==> config.mk <==
export PLATFORM = sky130hd
export DESIGN_NAME = ws_seq_controller_flat
export DESIGN_NICKNAME = d
export VERILOG_FILES = /design/src/rtl/ws_seq_if.sv /design/src/rtl/ws_seq_controller.sv /design/src/flat_wrapper.sv
export SDC_FILE = /design/constraint.sdc
export NUM_CORES = 1
export LEC_CHECK = 0
export ABC_AREA = 1
export CORE_ASPECT_RATIO = 0.9
export CORE_UTILIZATION = 47
export CTS_CLUSTER_SIZE = 24
export DETAILED_ROUTE_END_ITERATION = 8
export PLACE_DENSITY = 0.68
export RECOVER_POWER = 100
export SYNTH_ARGS = -nofsm -noshare
export SYNTH_HDL_FRONTEND = slang
export SYNTH_SLANG_ARGS = --single-unit
export TNS_END_PERCENT = 20
==> constraint.sdc <==
create_clock -name clk -period 15.9 [get_ports clk]
set_input_delay 1.59 -clock clk [delete_from_list [all_inputs] [get_ports clk]]
set_output_delay 1.59 -clock clk [all_outputs]
set_load 0.005 [all_outputs]
==> src/rtl/ws_seq_if.sv <==
// Go/done handshake, config and memory/PE-array strobe bundle for ws_seq_controller.
interface ws_seq_if #(
  parameter int unsigned ROWS   = 3,
  parameter int unsigned COLS   = 3,
  parameter int unsigned ADDR_W = 32,
  parameter int unsigned CNT_W  = 16
);
  logic                         go;
  logic [CNT_W-1:0]             cfg_num_vec;
  logic [CNT_W-1:0]             cfg_num_tiles;
  logic                         busy;
  logic                         done;
  logic                         cfg_err;
  logic                         load_weight;
  logic [ADDR_W-1:0]            weight_addr;
  logic [COLS-1:0][ADDR_W-1:0]  iact_addr;
  logic [COLS-1:0]              load_iact;
  logic [ROWS-1:0][ADDR_W-1:0]  psum_addr;
  logic [ROWS-1:0]              psum_valid;
  logic [CNT_W-1:0]             tile_idx;

  modport master (
    output go, cfg_num_vec, cfg_num_tiles,
    input  busy, done, cfg_err, load_weight, weight_addr, iact_addr,
           load_iact, psum_addr, psum_valid, tile_idx
  );

  modport slave (
    input  go, cfg_num_vec, cfg_num_tiles,
    output busy, done, cfg_err, load_weight, weight_addr, iact_addr,
           load_iact, psum_addr, psum_valid, tile_idx
  );
endinterface

==> src/rtl/ws_seq_controller.sv <==
// Multi-tile weight-stationary PE array sequencer: weight load, skewed iact stream,
// skewed psum write strobes, realigned to memory read and PE pipeline latency.
module ws_seq_controller #(
  parameter int unsigned ROWS   = 3,
  parameter int unsigned COLS   = 3,
  parameter int unsigned ADDR_W = 32,
  parameter int unsigned CNT_W  = 16,
  parameter int unsigned RD_LAT = 1,
  parameter int unsigned PE_LAT = 1
) (
  input  logic     clk,
  input  logic     rst_n,
  ws_seq_if.slave  bus
);

  // Local cycle counter holds N plus the fixed skew/latency overhead.
  localparam int unsigned TW      = CNT_W + 8;
  localparam int unsigned LW_LAST = COLS + RD_LAT - 1;
  localparam int unsigned ST_OVH  = COLS + ROWS + PE_LAT + RD_LAT - 2;

  typedef enum logic [1:0] {IDLE, LOAD_W, STREAM, DONE} state_t;

  state_t            state_q, state_d;
  logic [TW-1:0]     cnt_q, cnt_d;
  logic [CNT_W-1:0]  tile_q, tile_d;
  logic [CNT_W-1:0]  n_q, n_d;
  logic [CNT_W-1:0]  m_q, m_d;
  logic [ADDR_W-1:0] wbase_q, wbase_d;
  logic [ADDR_W-1:0] pbase_q, pbase_d;
  logic              err_q, err_d;
  logic [TW-1:0]     stream_len;

  logic                        busy_q, busy_c;
  logic                        done_q, done_c;
  logic                        lw_q, lw_c;
  logic [ADDR_W-1:0]           wa_q, wa_c;
  logic [COLS-1:0][ADDR_W-1:0] ia_q, ia_c;
  logic [COLS-1:0]             li_q, li_c;
  logic [ROWS-1:0][ADDR_W-1:0] pa_q, pa_c;
  logic [ROWS-1:0]             pv_q, pv_c;

  // Next-state and job bookkeeping.
  always_comb begin
    state_d    = state_q;
    cnt_d      = cnt_q;
    tile_d     = tile_q;
    n_d        = n_q;
    m_d        = m_q;
    wbase_d    = wbase_q;
    pbase_d    = pbase_q;
    err_d      = err_q;
    stream_len = TW'(n_q) + TW'(ST_OVH);
    unique case (state_q)
      IDLE: begin
        if (bus.go) begin
          n_d     = bus.cfg_num_vec;
          m_d     = bus.cfg_num_tiles;
          tile_d  = '0;
          wbase_d = '0;
          pbase_d = '0;
          cnt_d   = '0;
          if (bus.cfg_num_vec == '0 || bus.cfg_num_tiles == '0) begin
            err_d   = 1'b1;
            state_d = DONE;
          end else begin
            err_d   = 1'b0;
            state_d = LOAD_W;
          end
        end
      end
      LOAD_W: begin
        if (cnt_q == TW'(LW_LAST)) begin
          cnt_d   = '0;
          state_d = STREAM;
        end else begin
          cnt_d = cnt_q + TW'(1);
        end
      end
      STREAM: begin
        if (cnt_q == stream_len - TW'(1)) begin
          cnt_d = '0;
          if (tile_q < m_q - CNT_W'(1)) begin
            tile_d  = tile_q + CNT_W'(1);
            wbase_d = wbase_q + ADDR_W'(COLS);
            pbase_d = pbase_q + ADDR_W'(n_q);
            state_d = LOAD_W;
          end else begin
            state_d = DONE;
          end
        end else begin
          cnt_d = cnt_q + TW'(1);
        end
      end
      DONE: state_d = IDLE;
    endcase
  end

  // Outputs are decoded from the upcoming state so the registered copy lines up with it.
  always_comb begin
    busy_c = (state_d != IDLE);
    done_c = (state_d == DONE);
    lw_c   = 1'b0;
    wa_c   = '0;
    ia_c   = '0;
    li_c   = '0;
    pa_c   = '0;
    pv_c   = '0;
    if (state_d == LOAD_W) begin
      if (cnt_d < TW'(COLS)) wa_c = wbase_d + ADDR_W'(cnt_d);
      lw_c = (cnt_d >= TW'(RD_LAT));
    end
    if (state_d == STREAM) begin
      for (int c = 0; c < int'(COLS); c++) begin
        if (cnt_d >= TW'(c) && (cnt_d - TW'(c)) < TW'(n_d))
          ia_c[c] = ADDR_W'(cnt_d - TW'(c));
        if (cnt_d >= TW'(c + RD_LAT) && (cnt_d - TW'(c + RD_LAT)) < TW'(n_d))
          li_c[c] = 1'b1;
      end
      for (int r = 0; r < int'(ROWS); r++) begin
        if (cnt_d >= TW'(COLS - 1 + r + RD_LAT + PE_LAT) &&
            (cnt_d - TW'(COLS - 1 + r + RD_LAT + PE_LAT)) < TW'(n_d)) begin
          pv_c[r] = 1'b1;
          pa_c[r] = pbase_d + ADDR_W'(cnt_d - TW'(COLS - 1 + r + RD_LAT + PE_LAT));
        end
      end
    end
  end

  always_ff @(posedge clk or negedge rst_n) begin
    if (!rst_n) begin
      state_q <= IDLE;
      cnt_q   <= '0;
      tile_q  <= '0;
      n_q     <= '0;
      m_q     <= '0;
      wbase_q <= '0;
      pbase_q <= '0;
      err_q   <= 1'b0;
      busy_q  <= 1'b0;
      done_q  <= 1'b0;
      lw_q    <= 1'b0;
      wa_q    <= '0;
      ia_q    <= '0;
      li_q    <= '0;
      pa_q    <= '0;
      pv_q    <= '0;
    end else begin
      state_q <= state_d;
      cnt_q   <= cnt_d;
      tile_q  <= tile_d;
      n_q     <= n_d;
      m_q     <= m_d;
      wbase_q <= wbase_d;
      pbase_q <= pbase_d;
      err_q   <= err_d;
      busy_q  <= busy_c;
      done_q  <= done_c;
      lw_q    <= lw_c;
      wa_q    <= wa_c;
      ia_q    <= ia_c;
      li_q    <= li_c;
      pa_q    <= pa_c;
      pv_q    <= pv_c;
    end
  end

  assign bus.busy        = busy_q;
  assign bus.done        = done_q;
  assign bus.cfg_err     = err_q;
  assign bus.load_weight = lw_q;
  assign bus.weight_addr = wa_q;
  assign bus.iact_addr   = ia_q;
  assign bus.load_iact   = li_q;
  assign bus.psum_addr   = pa_q;
  assign bus.psum_valid  = pv_q;
  assign bus.tile_idx    = tile_q;

endmodule

==> src/flat_wrapper.sv <==
// flat-port wrapper written by rule: the top's interface ports become plain ports
module ws_seq_controller_flat 
#(
  parameter int unsigned ROWS   = 3,
  parameter int unsigned COLS   = 3,
  parameter int unsigned ADDR_W = 32,
  parameter int unsigned CNT_W  = 16,
  parameter int unsigned RD_LAT = 1,
  parameter int unsigned PE_LAT = 1
)
  (clk, rst_n, bus_go, bus_cfg_num_vec, bus_cfg_num_tiles, bus_busy, bus_done, bus_cfg_err, bus_load_weight, bus_weight_addr, bus_iact_addr, bus_load_iact, bus_psum_addr, bus_psum_valid, bus_tile_idx);
  ws_seq_if #(.ROWS(ROWS), .COLS(COLS), .ADDR_W(ADDR_W), .CNT_W(CNT_W)) bus_i ();
  input  logic clk;
  input  logic rst_n;
  input wire logic [$bits(bus_i.go)-1:0] bus_go;
  input wire logic [$bits(bus_i.cfg_num_vec)-1:0] bus_cfg_num_vec;
  input wire logic [$bits(bus_i.cfg_num_tiles)-1:0] bus_cfg_num_tiles;
  output wire logic [$bits(bus_i.busy)-1:0] bus_busy;
  output wire logic [$bits(bus_i.done)-1:0] bus_done;
  output wire logic [$bits(bus_i.cfg_err)-1:0] bus_cfg_err;
  output wire logic [$bits(bus_i.load_weight)-1:0] bus_load_weight;
  output wire logic [$bits(bus_i.weight_addr)-1:0] bus_weight_addr;
  output wire logic [$bits(bus_i.iact_addr)-1:0] bus_iact_addr;
  output wire logic [$bits(bus_i.load_iact)-1:0] bus_load_iact;
  output wire logic [$bits(bus_i.psum_addr)-1:0] bus_psum_addr;
  output wire logic [$bits(bus_i.psum_valid)-1:0] bus_psum_valid;
  output wire logic [$bits(bus_i.tile_idx)-1:0] bus_tile_idx;
  assign bus_i.go = bus_go;
  assign bus_i.cfg_num_vec = bus_cfg_num_vec;
  assign bus_i.cfg_num_tiles = bus_cfg_num_tiles;
  assign bus_busy = bus_i.busy;
  assign bus_done = bus_i.done;
  assign bus_cfg_err = bus_i.cfg_err;
  assign bus_load_weight = bus_i.load_weight;
  assign bus_weight_addr = bus_i.weight_addr;
  assign bus_iact_addr = bus_i.iact_addr;
  assign bus_load_iact = bus_i.load_iact;
  assign bus_psum_addr = bus_i.psum_addr;
  assign bus_psum_valid = bus_i.psum_valid;
  assign bus_tile_idx = bus_i.tile_idx;
  ws_seq_controller #(.ROWS(ROWS), .COLS(COLS), .ADDR_W(ADDR_W), .CNT_W(CNT_W), .RD_LAT(RD_LAT), .PE_LAT(PE_LAT)) u_core (.clk(clk), .rst_n(rst_n), .bus(bus_i));
endmodule
==> impl_metrics.tcl <==
set metrics [dict create \
    hold_class "flop to flop" \
    drtIter0Drc 2001 \
    ant_nets 0 \
    grt_pass1_wl_um 134000 \
    dp_hpwl_um 67500 \
    crit_slowest_cell "clkbuf_1" \
    syn_area_mm2 0.0266 \
    finalHoldViolations 0 \
    setup_viol 0 \
    yosysSeqAreaShare_pct 33.0 \
    drt_wl_total_um 87000 \
    cts_hold_buf 0 \
    synth_warnings 0 \
    root_buffer "clkbuf_16" \
    cts.repair.resized 0 \
    fin_hold_ws_ns 0.493 \
    final_nets 4114 \
    avgSynthCellArea_um2 7.62 \
    worst_pin_slew_ns 5.49 \
    cts.sinks 350 \
    die_height_um 228 \
    wl_per_cell_um 18.9 \
    rsz0062_at_grt "no" \
    synth-edff-count 0 \
    drive_above_1_share_pct 3.99 \
    numPortBuffers 276 \
    synth_ff_type "dfrtp_1" \
    fin_tns_setup_ns 0 \
    status "finished with violations" \
    regArea_mm2 0.00876 \
    clock_path_buffers 3 \
    gp_congestion 1.06 \
    fmax_mhz 93.5 \
    die_area_mm2 0.0575 \
    end_kind "flop" \
    ir_drop_mv 0.116 \
    slowest_delay_ns 0.97 \
    rows 82 \
    postLayoutCellArea_mm2 0.0313 \
    dpl_cell_area_mm2 0.0303 \
    cp.arrival_ns 11.17 \
    p_leak_nw 16.2 \
    via_per_inst 5.37 \
    syn2layout_area_growth_pct 17.7 \
    drc 0 \
    firstDrtPassIters 6 \
    grt_max_degree 101 \
    crit_fanout 19 \
    vias 24700 \
    start_util_pct 47.7 \
    coreArea_mm2 0.0557 \
    yosys.area.top_type "dfrtp_1" \
    finalCriticalPeriod_ns 10.70 \
    cp_common_cell "nand2_1" \
    numCtsBuffers 39 \
    cts_tree "done" \
    h-tree-depth 2 \
    maxSlewHeadroom_pct -266 \
    ys_types 73 \
    startpoint_type "flop" \
    antenna_cells 0 \
    synth_area_leaders "dfrtp_1, ha_1, nand2_1" \
    num_io_pins 285 \
    antenna_found_initial 0 \
    pwr_density_cell_mw_per_mm2 201 \
    ys_seq_elements 350 \
    netlist.area_leader.share_pct 33.0 \
    critical_path_required_ns 16.37 \
    ys_async_sr_fraction_pct 100 \
    grt_pass1_vias 23500 \
    dieWidth_um 253 \
    postCtsSetupBuffers 0 \
    violations "max-capacitance violations, max-slew violations" \
    multi_input_area_mm2 0.0156 \
    grtUsageTotal_pct 30.3 \
    syn_inst 3488 \
    clk_pin_slew_worst_paths_ns 0.06 \
    critPathKind "flop to flop" \
    clock_latency_ns 0.59 \
    slew_violations 360 \
    final.setup_skew_ns 0.0320 \
    drv_cap 7 \
    final_util_pct 56.1 \
    nFillCells 5337 \
    fin_crit_sh_pct 67.3 \
    grt-ovfl-total 0 \
]
-- metal layers --
layer,vias to the layer above,wire (µm),track usage (%)
li1,12100,-,-
met1,11500,39100,42.1
met2,899,38800,48.4
met3,154,6510,4.77
met4,0,2580,9.29
met5,-,0,0
-- flip-flops by register name, indices dropped and copies added, names as in the netlist, 2 cells and up --
| signal | cells |
|---|---|
| u_core.wbase_q | 32 |
| u_core.bus.tile_idx | 16 |
| u_core.bus.psum_valid | 3 |
| u_core.n_q | 16 |
| u_core.bus.weight_addr | 32 |
| u_core.m_q | 16 |
| u_core.bus.psum_addr | 96 |
| u_core.bus.iact_addr | 74 |
| u_core.state_q | 2 |
| u_core.pbase_q | 32 |
| u_core.bus.load_iact | 3 |
| u_core.cnt_q | 24 |
-- worst max-delay path: cells and delay by family, from the launching register on --
kind | cells | cell delay [ns]
flops | 1 | 0.47
buf+inv | 6 | 2.24
fa+ha+maj | 3 | 1.04
simple gates | 29 | 4.16
xor+xnor | 1 | 0.20
compound gates | 10 | 2.43
-- final cells by class --
| class | instances | area share, % |
|---|---|---|
| clock inverters | 11 | 0.484 |
| clock buffers | 60 | 3.73 |
| inverters | 459 | 5.51 |
| multi-input cells | 2643 | 49.9 |
| flip-flops and latches | 350 | 28.0 |
| well taps | 756 | 3.02 |
| repair buffers | 313 | 9.33 |
-- placed cells by master (no fill, tap or decap), drive strengths merged, types with 16 or more instances in the layout --
| cell | n |
|---|---|
| nand2 | 680 |
| nor2 | 478 |
| inv | 454 |
| dfrtp | 350 |
| ha | 268 |
| dlygate4sd3 | 243 |
| a21oi | 222 |
| xor2 | 206 |
| nand3 | 189 |
| o21ai | 166 |
| clkbuf | 92 |
| nor3 | 85 |
| nand4 | 69 |
| xnor2 | 49 |
| conb | 34 |
| clkdlybuf4s50 | 32 |
| nor4 | 32 |
| o21bai | 16 |
-- cells by family (layout without fill, tap and decap cells) --
family	after synthesis	after routing	synth area share, %
and+or+nand+nor	1566	1566	26.5
buffers and inverters	528	843	7.95
AOI/OAI and AO/OA	513	513	11.1
DFF	350	350	33.0
adders and majority gates	273	273	13.0
xor gates and xnor gates	255	255	8.41
muxes	2	2	0.0801
other	1	34	0.0141
-- stage by stage --
step	instances	power, mW	worst slack, ns
2_1_floorplan	3521	4.04	8.81
3_3_place_gp	4521	5.29	7.40
3_5_place_dp	4521	5.31	7.29
4_1_cts	4592	6.28	7.59
5_1_grt	4592	6.76	4.19
6_report	4592	6.28	5.20
-- synth_stat cells, drive strengths merged (2+ instances only) --
master	n
and3	2
clkinv	5
o211ai	10
nand3	189
a22oi	4
buf	37
o31ai	9
nand2	680
fa	5
inv	454
xnor2	49
a211oi	14
xor2	206
nor3b	10
o22ai	13
nand4	69
o221ai	2
o311ai	6
or2	5
o221a	3
o21bai	16
a21o	11
o21a	8
nor2	478
a31oi	14
and2	4
nor3	85
dfrtp	350
o21ai	166
nor4	32
a21oi	222
clkbuf	32
nand3b	10
ha	268
a221oi	2
o2111ai	3
-- final timing paths --
check	cells past startpoint	slack, ns	from	to
setup / recovery	49	5.20	u_core.n_q[1]	u_core.bus.psum_addr[61]
hold / removal	2	0.49	u_core.bus.cfg_err	u_core.bus.cfg_err
setup reg to reg	49	5.20	u_core.n_q[1]	u_core.bus.psum_addr[61]
hold reg to reg	2	0.49	u_core.bus.cfg_err	u_core.bus.cfg_err
max in group asynchronous	2	7.72	rst_n	u_core.bus.psum_addr[88]
min in group asynchronous	1	2.99	rst_n	u_core.bus.iact_addr[94]
-- where the power goes --
part / internal [mW] / total (mW) / switching [mW]
Combinational: 1.32 / 4.22 / 2.91
Clock: 0.555 / 0.936 / 0.381
Sequential: 0.989 / 1.12 / 0.135
Total: 2.86 / 6.28 / 3.42
Note: power is estimated with default switching activity, not from simulation.
